**src/rtl/demux8_pkg.sv**
```systemverilog
// Shared constants, state encoding and lane decode for the 1-to-8 word deserializer.
package demux8_pkg;

  localparam int LANES   = 8;
  localparam int LANE_AW = 3;

  typedef enum logic {
    FILL = 1'b0,
    HOLD = 1'b1
  } state_t;

  localparam logic MODE_SEQ  = 1'b0;
  localparam logic MODE_ADDR = 1'b1;

  function automatic logic [LANES-1:0] lane_onehot(input logic [LANE_AW-1:0] lane);
    lane_onehot       = '0;
    lane_onehot[lane] = 1'b1;
  endfunction

endpackage

```
**src/rtl/demux8_lane_reg.sv**
```systemverilog
// One output lane: enable-load register, cleared only by the async reset.
module lane_reg #(
  parameter int WIDTH = 8
) (
  input  logic             clk,
  input  logic             rst_n,
  input  logic             en,
  input  logic [WIDTH-1:0] d,
  output logic [WIDTH-1:0] q
);

  always_ff @(posedge clk or negedge rst_n) begin
    if (!rst_n)  q <= '0;
    else if (en) q <= d;
  end

endmodule

```
**src/rtl/demux8_deser.sv**
```systemverilog
// 1-to-8 word deserializer: steers handshaked words into eight lanes and
// presents the completed line as one frame with its own handshake.
//
//   state | meaning
//   FILL  | accepting words; lane_mask tracks lanes written this frame
//   HOLD  | all eight lanes fresh; frame offered on q0..q7 until taken
module demux8_deser
  import demux8_pkg::*;
#(
  parameter int WIDTH = 8
) (
  input  logic             clk,
  input  logic             rst_n,
  input  logic             mode,
  input  logic             clr,
  input  logic             in_valid,
  output logic             in_ready,
  input  logic [WIDTH-1:0] in_data,
  input  logic [2:0]       in_addr,
  output logic [WIDTH-1:0] q0,
  output logic [WIDTH-1:0] q1,
  output logic [WIDTH-1:0] q2,
  output logic [WIDTH-1:0] q3,
  output logic [WIDTH-1:0] q4,
  output logic [WIDTH-1:0] q5,
  output logic [WIDTH-1:0] q6,
  output logic [WIDTH-1:0] q7,
  output logic [7:0]       lane_mask,
  output logic             out_valid,
  input  logic             out_ready
);

  state_t               state, state_nxt;
  logic [LANE_AW-1:0]   ptr, ptr_nxt;
  logic [LANES-1:0]     mask, mask_nxt;
  logic                 accept;
  logic [LANE_AW-1:0]   tgt;
  logic [LANES-1:0]     tgt_onehot;
  logic [LANES-1:0]     lane_en;
  logic [WIDTH-1:0]     lane_q [LANES];

  assign in_ready   = (state == FILL) && !clr;
  assign out_valid  = (state == HOLD);
  assign lane_mask  = mask;
  assign accept     = in_valid && in_ready;
  assign tgt        = (mode == MODE_ADDR) ? in_addr : ptr;
  assign tgt_onehot = lane_onehot(tgt);
  // Gating with accept keeps in_addr/in_data don't-cares off the enables.
  assign lane_en    = accept ? tgt_onehot : '0;

  always_ff @(posedge clk or negedge rst_n) begin
    if (!rst_n) begin
      state <= FILL;
      ptr   <= '0;
      mask  <= '0;
    end else begin
      state <= state_nxt;
      ptr   <= ptr_nxt;
      mask  <= mask_nxt;
    end
  end

  always_comb begin
    state_nxt = state;
    ptr_nxt   = ptr;
    mask_nxt  = mask;
    if (clr) begin
      state_nxt = FILL;
      ptr_nxt   = '0;
      mask_nxt  = '0;
    end else begin
      case (state)
        FILL: begin
          if (accept) begin
            mask_nxt = mask | tgt_onehot;
            if (mode == MODE_SEQ) ptr_nxt = ptr + 3'd1;
            if (mask_nxt == '1) state_nxt = HOLD;
          end
        end
        HOLD: begin
          if (out_ready) begin
            state_nxt = FILL;
            ptr_nxt   = '0;
            mask_nxt  = '0;
          end
        end
        default: begin
          state_nxt = FILL;
          ptr_nxt   = '0;
          mask_nxt  = '0;
        end
      endcase
    end
  end

  for (genvar i = 0; i < LANES; i++) begin : g_lane
    lane_reg #(.WIDTH(WIDTH)) u_lane (
      .clk   (clk),
      .rst_n (rst_n),
      .en    (lane_en[i]),
      .d     (in_data),
      .q     (lane_q[i])
    );
  end

  assign q0 = lane_q[0];
  assign q1 = lane_q[1];
  assign q2 = lane_q[2];
  assign q3 = lane_q[3];
  assign q4 = lane_q[4];
  assign q5 = lane_q[5];
  assign q6 = lane_q[6];
  assign q7 = lane_q[7];

endmodule

```
**config.mk**
```make
export PLATFORM = sky130hd
export DESIGN_NAME = demux8_deser
export DESIGN_NICKNAME = d
export VERILOG_FILES = /design/src/rtl/demux8_pkg.sv /design/src/rtl/demux8_lane_reg.sv /design/src/rtl/demux8_deser.sv
export SDC_FILE = /design/constraint.sdc
export NUM_CORES = 1
export LEC_CHECK = 0
export ABC_AREA = 1
export CAP_MARGIN = 20
export CORE_ASPECT_RATIO = 0.6
export CORE_UTILIZATION = 45
export DETAILED_ROUTE_END_ITERATION = 10
export DONT_BUFFER_PORTS = 1
export GPL_TIMING_DRIVEN = 0
export HOLD_SLACK_MARGIN = 0.05
export SLEW_MARGIN = 10
export SYNTH_ARGS = -nofsm -noshare
export SYNTH_HDL_FRONTEND = slang
export SYNTH_HIERARCHICAL = 1
export SYNTH_SLANG_ARGS = --single-unit
```
**constraint.sdc**
```tcl
create_clock -name clk -period 1.55 [get_ports clk]
set_input_delay 0.3875 -clock clk [delete_from_list [all_inputs] [get_ports clk]]
set_output_delay 0.3875 -clock clk [all_outputs]
set_load 0.05 [all_outputs]
```
# [Word level (Yosys, flattened, before mapping)]
# Index checks and enable logic that the tools add are counted.
[totals] register_bits=76 output_inout_bits=74
[classes] n_addsub=1 order_cmp=2 n_eq_ne=4 n_mux=18 bitwise=2 n_reduce_logical=6
[op_table] op="8-bit two-way mux" count=4
[op_table] op="8-bit one-hot mux with 2 select lines" count=1
[op_table] op="3-bit two-way mux" count=5
[op_table] op="3-bit != test (second input constant)" count=3
[op_table] op="8-bit == test (second input constant)" count=1
[op_table] op="8-bit OR" count=1
[op_table] op="3-bit one-hot mux with 2 select lines" count=1
[op_table] op="1-bit two-way mux" count=5
[op_table] op="3-bit by 4-bit less-than comparator with 1-bit output (second input constant)" count=1
[op_table] op="3-bit by 1-bit adder with 3-bit output (second input constant)" count=1
[op_table] op="1-bit demux with 3-bit select" count=1
[op_table] op="3-bit by 1-bit >= comparator with 1-bit output (second input constant)" count=1
[op_table] op="1-bit logical AND" count=3
[op_table] op="3-bit AND reduction" count=1
[op_table] op="1-bit one-hot mux with 2 select lines" count=1
[op_table] op="2-bit AND reduction" count=1
[op_table] op="1-bit zero test" count=1
[op_table] op="1-bit NOT" count=1

# [Logic depth before layout (Yosys ltp)]
[depth] depth_word=11 depth_mapped=11 depth_no_buf=10

# [By module]
# Netlist, hierarchy kept.
[by_module_without_submodules] module="lane_reg" n_inst=8 cells_per_inst=34 area_per_inst_um2=305.3 seq_area_each_um2=200.2
[by_module_without_submodules] module="demux8_deser" n_inst=1 cells_per_inst=111 area_per_inst_um2=792.0 seq_area_each_um2=300.3

# [Worst setup path before layout]
# Ideal clock, no wire load.
[synth_path] kind="register to register" start="reg state, in the netlist out_valid" end="reg g_lane[7].u_lane.q[0]" arrival_time_ns=1.657 required_time_ns=1.431 setup_slack_ns=-0.226 stages_incl_launch_ff=10 n_path_buf=1 synth_period_minus_slack_ns=1.776 path_cell_list="dfrtp_1 nor2_4 nand2_4 nor2_4 nand2_2 inv_1 buf_6 inv_2 nand2_1 nand2_1"
[synth_via] elab_chain_cells=4
[synth_lines] element="from (decl)" line="demux8_deser.sv:33" rtl="state_t state, state_nxt;"
[synth_lines] element="from (signal assigned)" line="demux8_deser.sv:57" rtl="state <= state_nxt;"
[synth_lines] element="1-bit NOT"
[synth_lines] element="1-bit logical AND" line="demux8_deser.sv:42" rtl="assign in_ready = (state == FILL) && !clr;"
[synth_lines] element="named net in_ready" line="demux8_deser.sv:17" rtl="output logic in_ready,"
[synth_lines] element="1-bit logical AND" line="demux8_deser.sv:45" rtl="assign accept = in_valid && in_ready;"
[synth_lines] element="8-bit two-way mux" line="demux8_deser.sv:49" rtl="assign lane_en = accept ? tgt_onehot : '0;"
[synth_lines] element="named net lane_en[7]" line="demux8_deser.sv:39" rtl="logic [LANES-1:0] lane_en;"
[synth_lines] element="to (signal assigned)" line="demux8_lane_reg.sv:13" rtl="if (!rst_n) q <= '0;"
[synth_lines] element="to (signal assigned)" line="demux8_lane_reg.sv:14" rtl="else if (en) q <= d;"
[synth_lines] element="to (decl)" line="demux8_lane_reg.sv:9" rtl="output logic [WIDTH-1:0] q"
# The timed path passes the listed nets, and every way through them passes these cells.
# A chain may end at the register's enable or synchronous reset.

# [Worst setup path in the final report]
[layout_path] start="reg state, in the netlist out_valid" end="reg g_lane[7].u_lane.q[3]"
# Same word-level chain as after synthesis.

==> flow_summary_export.csv <==
group,metric,value,unit
run_status,status,"finished, violations left",
run_status,failed_checks,"DRC, hold timing, setup timing",
grt,first_global_vias,2415,
detailed_routing,route.detailed.drc,6,
synthesis,synth.ff_latch_count,76,
detailed_routing,drt-pass1-iter-count,9,
die,placeableCoreArea,0.006820,sq mm
finish,layout.cells.most_common,"nand2_1",
synthesis,yosys_cell_types,18,
critical_path,cpLargestDelayFamily,"simple AND/OR/NAND/NOR gates",
power,cell_internal_pwr,4.475,mW
synthesis,syn_nets,401,
die,horizontal_die_dimension,111.5,microns
finish,diodes,0,
timing,timing.fmax,0.5448,GHz
timing,tns,-16.41,ns
critical_path,worst_setup_path_end_kind,"flip-flop",
critical_path,required,1.76,ns
timing,drv_slew,0,
power,swShare,0.4149,
synthesis,cell_area_after_synthesis,0.003234,sq mm
finish,drive_above_1_share,0.2356,
grt,grt_antenna_before_repair,0,
die,placement_rows,23,
grt,largest_net_degree_at_the_start_of_global_routing,77,
critical_path,r2r_end,"g_lane[7].u_lane/q[3]",
critical_path,max_stage_delay,0.53,ns
critical_path,critical-path-slowest-cell,"dfrtp_2",
power,power_per_cell_area,1884,mW/mm^2
timing,hold_viol,76,
critical_path,r2r_start,"out_valid",
grt,grt-ovfl-total,0,
power,leak_pwr,2.205,nW
clock_tree,clock_tree.root_cell,"clkbuf_16",
detailed_routing,drt.antenna.violating_nets,0,
clock_tree,cts_tree,"built",
place,globalplace.congestion,0.8329,
critical_path,cp.buffers_inverters,3,
timing,finalCriticalPeriod,1.836,ns
clock_tree,clock_latency_at_the_later_pin_of_the_worst_skew_pair,0.33,ns
timing,final_critical_path_setup_slack,-0.2857,ns
detailed_routing,routed_wirelength,8.148,mm
timing,slew-limit-headroom,0.6361,
synthesis,avgSynthCellArea,8.445,sq um
die,io_pins,91,
die,initial_util,0.4742,
clock_tree,cts_made_buffers,9,
clock_tree,cts.clk_slew.worst_paths,0.06,ns
finish,final_core_util,0.5951,
clock_tree,clock_path_buffers,2,
job,drv.max_cap_violation_count,0,
timing,fin_worst_skew,0.005097,ns
detailed_routing,vias,2444,
synthesis,ys_seq_area_frac,0.5880,
critical_path,path_max_fanout,9,
power,combinationalPowerShare,0.080,
timing,unrepaired_setup_endpoints_after_global_routing,"true",
grt,grt_first_pass_wirelength,13.07,mm
finish,count_of_fill_cells_added_during_filler_insertion,582,
detailed_routing,drt-wirelength-per-cell,16.20,microns
clock_tree,cts.htree.levels,3,
critical_path,crit_arrival,2.05,ns
critical_path,r2r_setup_slack,-0.29,ns
finish,design.final.nets,429,
finish,area_used_by_sequential_logic_in_the_layout,0.001903,sq mm
finish,multi_input_area,0.001237,sq mm
timing,whs,-0.2453,ns
power,p_seq_frac,0.586,
timing,worst-slew-pin-transition,0.5458,ns
detailed_routing,route.detailed.vias_per_inst,4.859,
finish,layout-area-overhead-vs-synth,25.49,%
detailed_routing,initialDrtViolationCount,184,
timing,post-route-period-util,1.184,
timing,final-setup-viol-count,75,
hold_path,hold_path_class,"input pin to async pin",
critical_path,path_class,"flip-flop to flip-flop",
finish,final_cell_mix,"nand2_1, dfrtp_1, nand2_2, inv_1, buf_6",
power,vdd_ir_drop_max,0.7467,mV
synthesis,total_of_warnings_raised_by_yosys,6,
grt,total_routing_usage_gr,0.2388,
place,io_buffers,0,
place,dp.final_hpwl,5.217,mm
critical_path,r2r_cells,9,
critical_path,crit_chain,"nor2_4 -> nand2_4 -> buf_6 -> nor2_4 -> nand2_4 -> inv_6 -> inv_4 -> nand2_1 -> nand2_1",
die,die_h,67.67,microns
die,dieArea,0.007542,sq mm
clock_tree,clock_sinks,76,
critical_path,start_kind,"flip-flop",
power,pwr-share-clk,0.334,
synthesis,syn_inst,383,
power,power_switching,3.174,mW
power groups by stage:
stage / Sequential, mW / Clock [mW] / Combinational (mW)
after floorplan: 4.37 / 0 / 0.452
after global placement: 4.50 / 0 / 0.501
after detailed placement: 4.49 / 0 / 0.537
after CTS: 4.49 / 2.60 / 0.615
after global routing: 4.54 / 2.67 / 0.730
final: 4.48 / 2.56 / 0.612
synthesized netlist by cell type:
master    count  share of area
inv_2         8         0.0093
a21oi_1       2         0.0031
nand2_4       4          0.014
o21ai_0       2         0.0031
buf_6         9          0.031
nand2_2       4         0.0077
nand3_1      10          0.015
nor2_1        9          0.010
o21ai_1       8          0.012
nand4_1       1         0.0019
inv_6         1         0.0027
inv_1        23          0.027
ha_1          1         0.0039
dfrtp_1      76           0.59
o22ai_1       1         0.0019
nand3b_1      1         0.0023
nand2_1     220           0.26
nor2_4        3          0.010
what timing repair did:
item / CTS / global route
endpoints found under the setup margin: 76 / 77
buffers inserted: 18 / 0
endpoints found under the hold margin: 76 / 76
pin swaps: 26 / 1
resized for setup: 66 / 1
cells by family (layout without fill, tap and decap cells):
| kind of cell | Yosys count | after routing | synth area share |
|---|---|---|---|
| AOI/OAI and AO/OA | 13 | 13 | 0.02050 |
| DFF | 76 | 76 | 0.5880 |
| and+or+nand+nor | 252 | 252 | 0.3176 |
| buffers and inverters | 41 | 74 | 0.07002 |
| adders and majority gates | 1 | 1 | 0.003868 |
stage by stage:
step                worst slack, ns  area [sq um]  power, mW  instances
floorplan                   -0.1010          3238      4.826        383
global placement            -0.3324          3347      4.996        470
detailed placement          -0.3239          3347      5.031        470
CTS                         -0.2308          4054      7.701        503
global route                -0.3680          4059      7.940        503
finish                      -0.2857          4059      7.649        503
per-layer routing:
metal  part of all wire  up-vias  track usage
met5                  0        -            0
met2               0.43       94       0.3492
met4              0.017        0      0.07939
li1                   -     1211            -
met1               0.46     1125       0.3274
met3              0.096       14      0.08977
worst reg2reg max path, cell delays in order (launching register included):
cell and delay [ns]:
dfrtp_2 0.53, nor2_4 0.46, nand2_4 0.09, buf_6 0.17, nor2_4 0.10, nand2_4 0.08, inv_6 0.10, inv_4 0.06
nand2_1 0.06, nand2_1 0.06
flip-flops by register name (all words and copies together) (netlist names):
name	cells
ptr	3
out_valid	1
g_lane.u_lane/q	64
lane_mask	8
layout make-up:
class | instances | share of cell area
Sequential cell | 76 | 0.4689
Multi-Input combinational cell | 266 | 0.3049
Clock buffer | 12 | 0.06073
Timing Repair Buffer | 18 | 0.04871
Inverter | 32 | 0.03822
Clock inverter | 4 | 0.02959
Tap cell | 87 | 0.02682
Buffer | 8 | 0.02219
worst max path at each step:
stage | start | to | slack, ns | cells after the start
floorplan | out_valid | g_lane[0].u_lane/q[0] | -0.10 | 7
global placement | out_valid | g_lane[0].u_lane/q[5] | -0.33 | 7
detailed placement | out_valid | g_lane[6].u_lane/q[5] | -0.32 | 7
CTS | out_valid | g_lane[7].u_lane/q[3] | -0.23 | 9
global route | out_valid | g_lane[7].u_lane/q[6] | -0.37 | 9
finish | out_valid | g_lane[7].u_lane/q[3] | -0.29 | 9
Power figures use the tool's default switching activity.
